[src/rtl/arith_pkg.sv]
// arith_pkg: definitions shared by the board ALU arithmetic blocks.
//   DEFAULT_WIDTH   default operand width of the divider
//   LED_ALL_ON/OFF  LEDR patterns for the error and normal cases
//   div_state_e     divider FSM states. FIXUP exists only when
//                   RESTORING_DIVIDER_SIGNED_EN is defined.
package arith_pkg;

  localparam int         DEFAULT_WIDTH = 4;
  localparam logic [9:0] LED_ALL_ON    = 10'h3FF;
  localparam logic [9:0] LED_ALL_OFF   = 10'h000;

`ifdef RESTORING_DIVIDER_SIGNED_EN
  typedef enum logic [1:0] {IDLE, RUN, DONE, FIXUP} div_state_e;
`else
  typedef enum logic [1:0] {IDLE, RUN, DONE} div_state_e;
`endif

endpackage

[src/rtl/div_step.sv]
// div_step: one combinational restoring-division step.
//   p_in   partial remainder before the step (always < y)
//   y      divisor
//   bit_in next dividend bit, MSB first
//   p_out  partial remainder after the step
//   q_bit  quotient bit produced by this step
module div_step #(
  parameter int WIDTH = 4
) (
  input  logic [WIDTH-1:0] p_in,
  input  logic [WIDTH-1:0] y,
  input  logic             bit_in,
  output logic [WIDTH-1:0] p_out,
  output logic             q_bit
);

  // Before the shift P < Y holds, so the shifted value fits in WIDTH+1
  // bits. The stored remainder therefore needs only WIDTH bits.
  logic [WIDTH:0] shifted;
  logic [WIDTH:0] trial;

  always_comb begin
    shifted = {p_in, bit_in};
    trial   = shifted - {1'b0, y};
    // A clear top bit means the trial difference did not go negative.
    q_bit   = ~trial[WIDTH];
    p_out   = q_bit ? trial[WIDTH-1:0] : shifted[WIDTH-1:0];
  end

endmodule

[src/rtl/restoring_divider.sv]
// restoring_divider: sequential restoring divider for the board ALU.
// It produces one quotient bit per clock behind a start/busy/done handshake.
//   CLOCK_50  clock, rising edge
//   reset     synchronous active-high reset
//   X, Y      dividend / divisor, sampled when a start is accepted
//   start     level-sampled request; ignored while a division is in flight
//   busy      high while iterating
//   done      one-cycle pulse when out/LEDR become valid
//   out       {remainder, quotient}, held until the next result
//   LEDR      all ones on divide-by-zero (or signed overflow), else zeros
// Optional: define RESTORING_DIVIDER_SIGNED_EN for two's-complement operands.
// That build adds one FIXUP cycle that restores the result signs.
module restoring_divider
  import arith_pkg::*;
#(
  parameter int WIDTH = DEFAULT_WIDTH  // must be >= 2
) (
  input  logic               CLOCK_50,
  input  logic               reset,
  input  logic [WIDTH-1:0]   X,
  input  logic [WIDTH-1:0]   Y,
  input  logic               start,
  output logic               busy,
  output logic               done,
  output logic [2*WIDTH-1:0] out,
  output logic [9:0]         LEDR
);

  localparam int CW = (WIDTH > 1) ? $clog2(WIDTH) : 1;

  div_state_e         state_q, state_d;
  // dvd_q shifts dividend bits out at the MSB and quotient bits in at the
  // LSB. After WIDTH steps it holds the quotient.
  logic [WIDTH-1:0]   dvd_q, dvd_d;
  logic [WIDTH-1:0]   y_q, y_d;
  logic [WIDTH-1:0]   p_q, p_d;
  logic [CW-1:0]      cnt_q, cnt_d;
  logic [2*WIDTH-1:0] out_q, out_d;
  logic [9:0]         ledr_q, ledr_d;
  logic               done_q, done_d;
  logic               busy_q, busy_d;
`ifdef RESTORING_DIVIDER_SIGNED_EN
  logic               qneg_q, qneg_d;
  logic               rneg_q, rneg_d;
  logic               ovf_q, ovf_d;
  logic [WIDTH-1:0]   x_mag, y_mag;
`endif

  logic [WIDTH-1:0]   step_p;
  logic               step_q;
  logic [WIDTH-1:0]   dvd_next;

  div_step #(.WIDTH(WIDTH)) u_step (
    .p_in  (p_q),
    .y     (y_q),
    .bit_in(dvd_q[WIDTH-1]),
    .p_out (step_p),
    .q_bit (step_q)
  );

  assign dvd_next = {dvd_q[WIDTH-2:0], step_q};

  always_comb begin
    // NOTE: every *_d gets a default first, so no path through the case
    // leaves a signal unassigned and no latch is inferred.
    state_d = state_q;
    dvd_d   = dvd_q;
    y_d     = y_q;
    p_d     = p_q;
    cnt_d   = cnt_q;
    out_d   = out_q;
    ledr_d  = ledr_q;
    done_d  = 1'b0;
    busy_d  = busy_q;
`ifdef RESTORING_DIVIDER_SIGNED_EN
    qneg_d  = qneg_q;
    rneg_d  = rneg_q;
    ovf_d   = ovf_q;
    x_mag   = X[WIDTH-1] ? WIDTH'(-X) : X;
    y_mag   = Y[WIDTH-1] ? WIDTH'(-Y) : Y;
`endif

    unique case (state_q)
      IDLE, DONE: begin
        if (start) begin
          ledr_d = LED_ALL_OFF;
          if (Y == '0) begin
            // Divide-by-zero finishes immediately with a fixed result.
            state_d = DONE;
            out_d   = {X, {WIDTH{1'b1}}};
            ledr_d  = LED_ALL_ON;
            done_d  = 1'b1;
            busy_d  = 1'b0;
          end else begin
            state_d = RUN;
            p_d     = '0;
            cnt_d   = CW'(WIDTH - 1);
            busy_d  = 1'b1;
`ifdef RESTORING_DIVIDER_SIGNED_EN
            dvd_d   = x_mag;
            y_d     = y_mag;
            qneg_d  = X[WIDTH-1] ^ Y[WIDTH-1];
            rneg_d  = X[WIDTH-1];
            ovf_d   = (X == {1'b1, {(WIDTH-1){1'b0}}}) && (Y == {WIDTH{1'b1}});
`else
            dvd_d   = X;
            y_d     = Y;
`endif
          end
        end
      end

      RUN: begin
        p_d   = step_p;
        dvd_d = dvd_next;
        if (cnt_q == '0) begin
`ifdef RESTORING_DIVIDER_SIGNED_EN
          // Keep busy through the sign fix-up cycle.
          state_d = FIXUP;
`else
          state_d = DONE;
          busy_d  = 1'b0;
          done_d  = 1'b1;
          out_d   = {step_p, dvd_next};
`endif
        end else begin
          cnt_d = cnt_q - 1'b1;
        end
      end

`ifdef RESTORING_DIVIDER_SIGNED_EN
      FIXUP: begin
        // The quotient magnitude of MIN / -1 is 2^(WIDTH-1). Left
        // unnegated, it reads back as MIN, which is the overflow result.
        state_d = DONE;
        busy_d  = 1'b0;
        done_d  = 1'b1;
        out_d   = {rneg_q ? WIDTH'(-p_q) : p_q,
                   qneg_q ? WIDTH'(-dvd_q) : dvd_q};
        ledr_d  = ovf_q ? LED_ALL_ON : LED_ALL_OFF;
      end
`endif

      default: begin
        state_d = IDLE;
        busy_d  = 1'b0;
      end
    endcase
  end

  always_ff @(posedge CLOCK_50) begin
    // NOTE: state uses non-blocking assignments, so all flops update
    // together from values sampled before the edge.
    if (reset) begin
      state_q <= IDLE;
      dvd_q   <= '0;
      y_q     <= '0;
      p_q     <= '0;
      cnt_q   <= '0;
      out_q   <= '0;
      ledr_q  <= LED_ALL_OFF;
      done_q  <= 1'b0;
      busy_q  <= 1'b0;
`ifdef RESTORING_DIVIDER_SIGNED_EN
      qneg_q  <= 1'b0;
      rneg_q  <= 1'b0;
      ovf_q   <= 1'b0;
`endif
    end else begin
      state_q <= state_d;
      dvd_q   <= dvd_d;
      y_q     <= y_d;
      p_q     <= p_d;
      cnt_q   <= cnt_d;
      out_q   <= out_d;
      ledr_q  <= ledr_d;
      done_q  <= done_d;
      busy_q  <= busy_d;
`ifdef RESTORING_DIVIDER_SIGNED_EN
      qneg_q  <= qneg_d;
      rneg_q  <= rneg_d;
      ovf_q   <= ovf_d;
`endif
    end
  end

  assign busy = busy_q;
  assign done = done_q;
  assign out  = out_q;
  assign LEDR = ledr_q;

endmodule

[config.mk]
export PLATFORM = sky130hd
export DESIGN_NAME = restoring_divider
export DESIGN_NICKNAME = d
export VERILOG_FILES = /design/src/rtl/arith_pkg.sv /design/src/rtl/div_step.sv /design/src/rtl/restoring_divider.sv
export SDC_FILE = /design/constraint.sdc
export NUM_CORES = 1
export LEC_CHECK = 0
export ABC_AREA = 0
export CAP_MARGIN = 20
export CORE_UTILIZATION = 50
export DETAILED_ROUTE_END_ITERATION = 12
export HOLD_SLACK_MARGIN = 0.08
export PLACE_DENSITY = 0.84
export RECOVER_POWER = 100
export SYNTH_ARGS = -nofsm -noshare
export SYNTH_HDL_FRONTEND = slang
export SYNTH_HIERARCHICAL = 1
export SYNTH_SLANG_ARGS = --single-unit
[constraint.sdc]
create_clock -name CLOCK_50 -period 2.8 [get_ports CLOCK_50]
set_input_delay 0.28 -clock CLOCK_50 [delete_from_list [all_inputs] [get_ports CLOCK_50]]
set_output_delay 0.28 -clock CLOCK_50 [all_outputs]
set_load 0.03 [all_outputs]
**Word level (Yosys, flattened, before mapping)**

Index checks and enable logic that the tools add are counted.

- $add $sub $neg: 2
- Equal/unequal tests: 7
- Muxes and demuxes: 28
- Bitwise logic cells: 2
- Reduce and logical (&&, ||, !) cells: 11

Operators with widths:

| cell | count |
|---|---|
| $mux 8 | 3 |
| $mux 4 | 5 |
| $pmux 4 s2 | 2 |
| $pmux 8 s2 | 1 |
| $mux 2 | 6 |
| $mux 10 | 1 |
| $ne 2x2->1 const B | 5 |
| $pmux 2 s2 | 2 |
| $reduce_and 4->1 | 2 |
| $mux 1 | 6 |
| $reduce_and 3->1 | 2 |
| $sub 5x4->5 | 1 |
| $logic_not 2->1 | 2 |
| $logic_not 4->1 | 1 |
| $pmux 1 s2 | 2 |
| $reduce_and 2->1 | 2 |
| $eq 2x1->1 const B | 1 |
| $eq 2x2->1 const B | 1 |
| $not 1->1 | 2 |
| $reduce_bool 2->1 | 1 |
| $reduce_or 2->1 | 1 |
| $sub 2x1->2 const B | 1 |

- Register bits: 36
- Input port bits: 11
- Output and inout bits: 20
- Logic and storage cells: 59

**Logic depth before layout (Yosys ltp)**

Gate-level depths: netlist (run 1).

- Depth after elaboration: 4
- Mapped depth: 9
- Mapped depth without buffers: 9

**Cells and area by module**

Netlist (run 1), hierarchy kept.

By module, submodules not included:

| module | instances | cells each | area an instance (um^2) | sequential area each (um^2) |
|---|---|---|---|---|
| restoring_divider | 1 | 141 | 1,267.5 | 540.5 |
| div_step | 1 | 24 | 203.9 | 0.0 |

**Worst setup path before layout (run 1)**

No wires, ideal clock.

- Kind: register to register
- Start point: register dvd_q[3]
- End point: register out_q[6], in the netlist out[6]
- Setup time: 134 ps
- Arrival time: 2,114 ps
- Data required time: 2,666 ps
- Setup slack: 552 ps
- Stages on the path, launching flop included: 10
- Path buffers: 0
- Clock period less this slack: 2,248 ps
- Path through: dfxtp_1 -> inv_1 -> ha_1 -> fa_1 -> nand2b_1 -> a21oi_2 -> xor2_2 -> mux2_2 -> mux2i_1 -> a211oi_2

- Longest elaborated chain between the ends: 4

Ends and longest elaborated chain:

| item | line | RTL |
|---|---|---|
| start, declared | restoring_divider.sv:34 | `logic [WIDTH-1:0] dvd_q, dvd_d;` |
| start signal, assigned | restoring_divider.sv:171 | `dvd_q <= dvd_d;` |
| $sub 5x4->5 | div_step.sv:24 | `trial = shifted - {1'b0, y};` |
| $mux 4 | div_step.sv:27 | `p_out = q_bit ? trial[WIDTH-1:0] : shifted[WIDTH-1:0];` |
| via step_p[2] | restoring_divider.sv:49 | `logic [WIDTH-1:0] step_p;` |
| $mux 8 | restoring_divider.sv:116 | `if (cnt_q == '0) begin` |
| $pmux 8 s2 | restoring_divider.sv:83 | `unique case (state_q)` |
| end signal, assigned | restoring_divider.sv:175 | `out_q <= out_d;` |
| end, declared | restoring_divider.sv:38 | `logic [2*WIDTH-1:0] out_q, out_d;` |

The timed path passes the listed nets, and every way through them passes these cells. The select of a mux whose other input is x is not followed.
A chain may end at the register's enable or synchronous reset.

**Final worst setup path (run 1)**

- Start point: input port Y[0]
- End point: register dvd_q[3]

- Longest elaborated chain between the ends: 3

Ends and longest elaborated chain:

| item | line | RTL |
|---|---|---|
| start, declared | restoring_divider.sv:21 | `input logic [WIDTH-1:0] Y,` |
| $logic_not 4->1 | restoring_divider.sv:87 | `if (Y == '0) begin` |
| $ne 2x2->1 (no source line) | -- |  |
| $reduce_and 3->1 (no source line) | -- |  |

No other way between the ends.

==> impl_metrics.env, run 1 <==
export IMPL_status="finished, final reports clean"
export IMPL_total_power_mw=0.901
export IMPL_hold_buffers=0
export IMPL_drt_wl_total_mm=3.29
export IMPL_root_buffer="clkbuf_4"
export IMPL_synth_main_ff_cell="dfxtp_1"
export IMPL_p_sw_share_pct=34.4
export IMPL_met2_length_mm=1.59
export IMPL_crit_type="in -> reg"
export IMPL_wl_met1_mm=1.34
export IMPL_worstPathRequired_ps=3040
export IMPL_p_sw_mw=0.310
export IMPL_core_area_mm2=0.00278
export IMPL_grt_pass1_wl_mm=5.66
export IMPL_groute_usage_overall_pct=23.0
export IMPL_numCtsBuffers=3
export IMPL_gp_congestion=0.875
export IMPL_die_area_mm2=0.00316
export IMPL_synth_edf_count=0
export IMPL_ios=31
export IMPL_hold_path_class="reg -> reg"
export IMPL_seq_power_share_pct=49.7
export IMPL_place_port_buffers=30
export IMPL_setup_ws_ps=159
export IMPL_p_int_mw=0.591
export IMPL_place_ws_ps=397
export IMPL_drtIter0Drc=60
export IMPL_drtPass1Iterations=4
export IMPL_final_cell_area_mm2=0.00170
export IMPL_synth_seq_cells=27
export IMPL_synth_async_reset_ratio_pct=0
export IMPL_dr_total_vias=1280
export IMPL_cts_tree="yes"
export IMPL_antenna_left=0
export IMPL_clockBufferDepth=2
export IMPL_final_common_cell="dfxtp_1"
export IMPL_synthDistinctLibCells=40
export IMPL_routedWlPerCell_um=15.5
export IMPL_final_cells=212
export IMPL_nets=199
export IMPL_period_needed_ps=2640
export IMPL_finalCritPeriodShare_pct=94.3
export IMPL_grt_overflow_total=0
export IMPL_ir_drop_uv=395
export IMPL_power_frac_clock_pct=19.5
export IMPL_rows=19
export IMPL_wl_met3_um=259
export IMPL_syn_nets=182
export IMPL_syn_to_final_growth_pct=15.7
export IMPL_worstMarginPinSlew_ps=1370
export IMPL_final_util_pct=61.2
export IMPL_grt_max_degree=18
export IMPL_dp_hpwl_mm=2.47
export IMPL_drive_gt1_share_pct=7.18
export IMPL_cts_setup_buffers=0
export IMPL_setup_violations=0
export IMPL_start_util_pct=52.9
export IMPL_cts_clk_slew_worst_paths_ps=160
export IMPL_grt_pass1_vias=1280
export IMPL_die_w_um=56.2
export IMPL_antenna_found_initial=0
export IMPL_yosys_warnings=6
export IMPL_start_kind="input pin"
export IMPL_antenna_cells=0
export IMPL_rsz0062_at_grt="false"
export IMPL_maxCapViolations=0
export IMPL_syn_area_per_cell_um2=8.92
export IMPL_clkLatencyLatePin_ps=330
export IMPL_power_density_mw_per_mm2=529
export IMPL_whs_ps=495
export IMPL_die_h_um=56.2
export IMPL_final_cell_mix="dfxtp_1 (27), dlygate4sd3_1 (21), nor2_1 (17)"
export IMPL_dpl_instance_area_mm2=0.00170
export IMPL_arrival_ps=2880
export IMPL_via_per_inst=6.04
export IMPL_top_layer="met4"
export IMPL_crit_path_max_fanout=11
export IMPL_drc=0
export IMPL_endpoint_kind="register"
export IMPL_dp_cells=208
export IMPL_clock_skew_ps=12.2
export IMPL_h_tree_depth=1
export IMPL_synthCells=165
export IMPL_slew_headroom_pct=8.08
export IMPL_syn_area_mm2=0.00147
export IMPL_share_comb_of_total_power_pct=30.8
export IMPL_finalHoldViolations=0
export IMPL_max_freq_ghz=0.379
export IMPL_fin_tns_setup_ps=0
export IMPL_clkSinkCount=27
export IMPL_p_leak_nw=0.678
export IMPL_cts_resized_gates=0
export IMPL_fillers=239
export IMPL_seq_area_frac_synth_pct=36.7
export IMPL_drv_slew=0
==> path summary, 6_finish.rpt <==
| kind | slack (ps) | from | endpoint | cells after the start |
|---|---|---|---|---|
| setup / recovery | 160 | Y[0] | dvd_q[3] | 5 |
| hold / removal | 500 | cnt_q[0] | cnt_q[0] | 1 |
| setup reg to reg | 320 | dvd_q[3] | out[4] | 9 |
| hold reg to reg | 500 | cnt_q[0] | cnt_q[0] | 1 |
==> power by group through the flow <==
stage	Sequential (mW)	Combinational [mW]	Clock (mW)
4_1_cts	0.448	0.287	0.179
5_1_grt	0.452	0.305	0.196
3_3_place_gp	0.454	0.274	0
6_report	0.447	0.278	0.175
2_1_floorplan	0.477	0.180	0
3_5_place_dp	0.456	0.286	0
==> flip-flops by register name, summed over array words and instances (netlist names) <==
name     flops
LEDR         1
busy         1
cnt_q        2
done         1
dvd_q        4
out          8
p_q          4
state_q      2
y_q          4
==> Yosys cell counts, types with 3 or more instances <==
library cell,instances,area share (%)
a21oi_1,11,3.7
buf_4,10,5.1
a211oi_1,10,5.1
inv_1,7,1.8
mux2i_1,6,4.1
nand2b_1,3,1.3
ha_1,5,4.3
clkbuf_1,5,1.3
nand3_1,4,1.4
o21ai_0,8,2.7
dfxtp_1,27,37
a311oi_1,4,2.4
o211ai_1,4,2.0
nor2_1,17,4.3
nand2_1,13,3.3
buf_2,3,1.0
==> routing by layer <==
layer / GRT usage (%) / vias to the layer above
li1: - / 609
met1: 28.2 / 595
met2: 39.1 / 65
met3: 3.26 / 11
met4: 11.5 / 0
met5: 0 / -
==> worst max-delay path, stage by stage <==
cell and delay (ps):
dlygate4sd3_1 570, nor4_1 1140, clkbuf_1 470, o21ai_0 170, a311oi_1 250
==> cells by family after synthesis <==
group,after synthesis,synth area share [%]
XOR/XNOR,3,2.30
multiplexers,8,5.61
AND/OR/NAND/NOR,47,16.6
flip-flops,27,36.7
adder cells (fa/ha/maj),6,5.61
buffers and inverters,27,10.2
AO/OA/AOI/OAI,47,23.0
==> cell type report <==
class	instances	area (µm²)	area share [%]
Timing Repair Buffer	32	312	18.3
Clock inverter	1	7.51	0.441
Clock buffer	3	22.5	1.32
Sequential cell	27	541	31.7
Multi-Input combinational cell	111	756	44.4
Tap cell	31	38.8	2.28
Inverter	7	26.3	1.54
Power figures use the tool's default switching activity.
==> run 2: changes to the inputs <==
==> constraint.sdc (replaced) <==
create_clock -name CLOCK_50 -period 2.8 [get_ports CLOCK_50]
set_input_delay 0.56 -clock CLOCK_50 [delete_from_list [all_inputs] [get_ports CLOCK_50]]
set_output_delay 0.56 -clock CLOCK_50 [all_outputs]
set_load 0.03 [all_outputs]
==> run 2 against run 1 <==
Flip-flop and latch count is the same. Core utilization grew 0.45 points. Clock power is essentially flat. Critical path depth grew 4. Fmax grew 7.3%. Cell area grew 0.74%. First-iteration DRC count grew 6.7%. Sequential share of layout area shrank 0.23 points. Highest routed layer unchanged.
==> impl_metrics.env, run 2 (synthesized netlist as in run 1, its figures left out) <==
export IMPL_crit_path_max_fanout=6
export IMPL_arrival_ps=2690
export IMPL_h_tree_depth=1
export IMPL_clockBufferDepth=2
export IMPL_wl_met3_um=180
export IMPL_dp_cells=208
export IMPL_hold_buffers=0
export IMPL_die_area_mm2=0.00316
export IMPL_finalCritPeriodShare_pct=87.9
export IMPL_drive_gt1_share_pct=6.08
export IMPL_setup_violations=0
export IMPL_worstPathRequired_ps=3030
export IMPL_power_frac_clock_pct=19.7
export IMPL_groute_usage_overall_pct=22.3
export IMPL_cts_clk_slew_worst_paths_ps=150
export IMPL_largest_register_ffs=8
export IMPL_share_comb_of_total_power_pct=30.6
export IMPL_die_w_um=56.2
export IMPL_p_leak_nw=0.680
export IMPL_place_port_buffers=30
export IMPL_cts_tree="yes"
export IMPL_p_int_mw=0.589
export IMPL_rr_startpoint="dvd_q[3]"
export IMPL_drt_wl_total_mm=3.17
export IMPL_antenna_cells=0
export IMPL_clock_skew_ps=10.3
export IMPL_start_kind="register"
export IMPL_worstMarginPinSlew_ps=591
export IMPL_timing_rr_end="out[6]"
export IMPL_hold_path_class="reg -> reg"
export IMPL_core_area_mm2=0.00278
export IMPL_maxCapViolations=0
export IMPL_wl_met1_mm=1.39
export IMPL_met2_length_mm=1.50
export IMPL_setup_ws_ps=339
export IMPL_drtPass1Iterations=4
export IMPL_root_buffer="clkbuf_4"
export IMPL_final_common_cell="dfxtp_1"
export IMPL_ir_drop_uv=498
export IMPL_clkLatencyLatePin_ps=340
export IMPL_ff2ff_path_depth=9
export IMPL_dr_total_vias=1250
export IMPL_startpoint="dvd_q[3]"
export IMPL_p_sw_mw=0.309
export IMPL_finalHoldViolations=0
export IMPL_grt_pass1_wl_mm=5.55
export IMPL_antenna_left=0
export IMPL_endpoint="out[6]"
export IMPL_start_util_pct=52.9
export IMPL_syn_to_final_growth_pct=16.6
export IMPL_power_density_mw_per_mm2=523
export IMPL_crit_type="reg -> reg"
export IMPL_antenna_found_initial=0
export IMPL_max_freq_ghz=0.406
export IMPL_nets=199
export IMPL_final_cell_mix="dfxtp_1 (27), dlygate4sd3_1 (21), nor2_1 (17)"
export IMPL_gp_congestion=0.890
export IMPL_die_h_um=56.2
export IMPL_drc=0
export IMPL_final_cell_area_mm2=0.00172
export IMPL_top_layer="met4"
export IMPL_drtIter0Drc=64
export IMPL_p_sw_share_pct=34.4
export IMPL_period_needed_ps=2460
export IMPL_place_ws_ps=416
export IMPL_routedWlPerCell_um=15.0
export IMPL_cts_resized_gates=0
export IMPL_cts_setup_buffers=0
export IMPL_grt_max_degree=18
export IMPL_seq_power_share_pct=49.7
export IMPL_total_power_mw=0.898
export IMPL_slew_headroom_pct=60.5
export IMPL_grt_overflow_total=0
export IMPL_drv_slew=0
export IMPL_final_cells=212
export IMPL_status="finished, final reports clean"
export IMPL_ios=31
export IMPL_rrSetupSlack_ps=340
export IMPL_rsz0062_at_grt="false"
export IMPL_dpl_instance_area_mm2=0.00170
export IMPL_fin_tns_setup_ps=0
export IMPL_rows=19
export IMPL_endpoint_kind="register"
export IMPL_dp_hpwl_mm=2.30
export IMPL_grt_pass1_vias=1251
export IMPL_via_per_inst=5.90
export IMPL_clkSinkCount=27
export IMPL_numCtsBuffers=3
-- run 2: cell count changes in the layout (fill, tap and decap cells not counted) --
cell     before  now
nor4_1        1    0
mux2_1        0    2
nor4_4        0    1
nand2_2       1    0
nand2_1      13   14
mux2_2        2    0
-- run 2: cell type report --
| cell class | count | area (µm²) |
|---|---|---|
| clock buffers | 3 | 22.5 |
| clock inverters | 1 | 7.51 |
| fillers | 240 | 1070 |
| inverters | 7 | 26.3 |
| multi-input cells | 111 | 768 |
| flip-flops and latches | 27 | 541 |
| well taps | 31 | 38.8 |
| repair buffers | 32 | 312 |
-- run 2: per-layer routing --
| metal | up-vias | track usage, % |
|---|---|---|
| met4 | 0 | 11.8 |
| met5 | - | 0 |
| met1 | 582 | 27.6 |
| met3 | 10 | 2.79 |
| met2 | 48 | 37.8 |
| li1 | 610 | - |
-- run 2: worst min path at each step --
stage	startpoint	endpoint	cells after the start
after CTS	cnt_q[0]	cnt_q[0]	1
final	cnt_q[0]	cnt_q[0]	1
after detailed placement	cnt_q[0]	cnt_q[0]	1
after global placement	cnt_q[0]	cnt_q[0]	1
after floorplan	cnt_q[0]	cnt_q[0]	1
after global routing	cnt_q[1]	cnt_q[1]	2
-- run 2: power groups by stage --
stage                     clock [mW]  sequential, mW  combinational (mW)
after floorplan                    0           0.477               0.180
after global placement             0           0.454               0.274
after detailed placement           0           0.455               0.283
after CTS                      0.182           0.447               0.285
after global routing           0.195           0.452               0.299
final                          0.176           0.446               0.275
-- run 2: critical path: stages, from the launching register on --
cell and delay [ps]:
dfxtp_1 350, inv_1 50, ha_1 200, fa_1 390, nand2b_1 160, a21oi_1 210, xor2_2 340, mux2_1 390
mux2i_1 170, a211oi_2 90
-- run 2: stage by stage --
stage	util, %	hold slack (ps)
3_5_place_dp	61.2	455
4_1_cts	62.3	481
5_1_grt	61.7	509
3_3_place_gp	61.2	436
6_report	61.7	473
2_1_floorplan	-	423
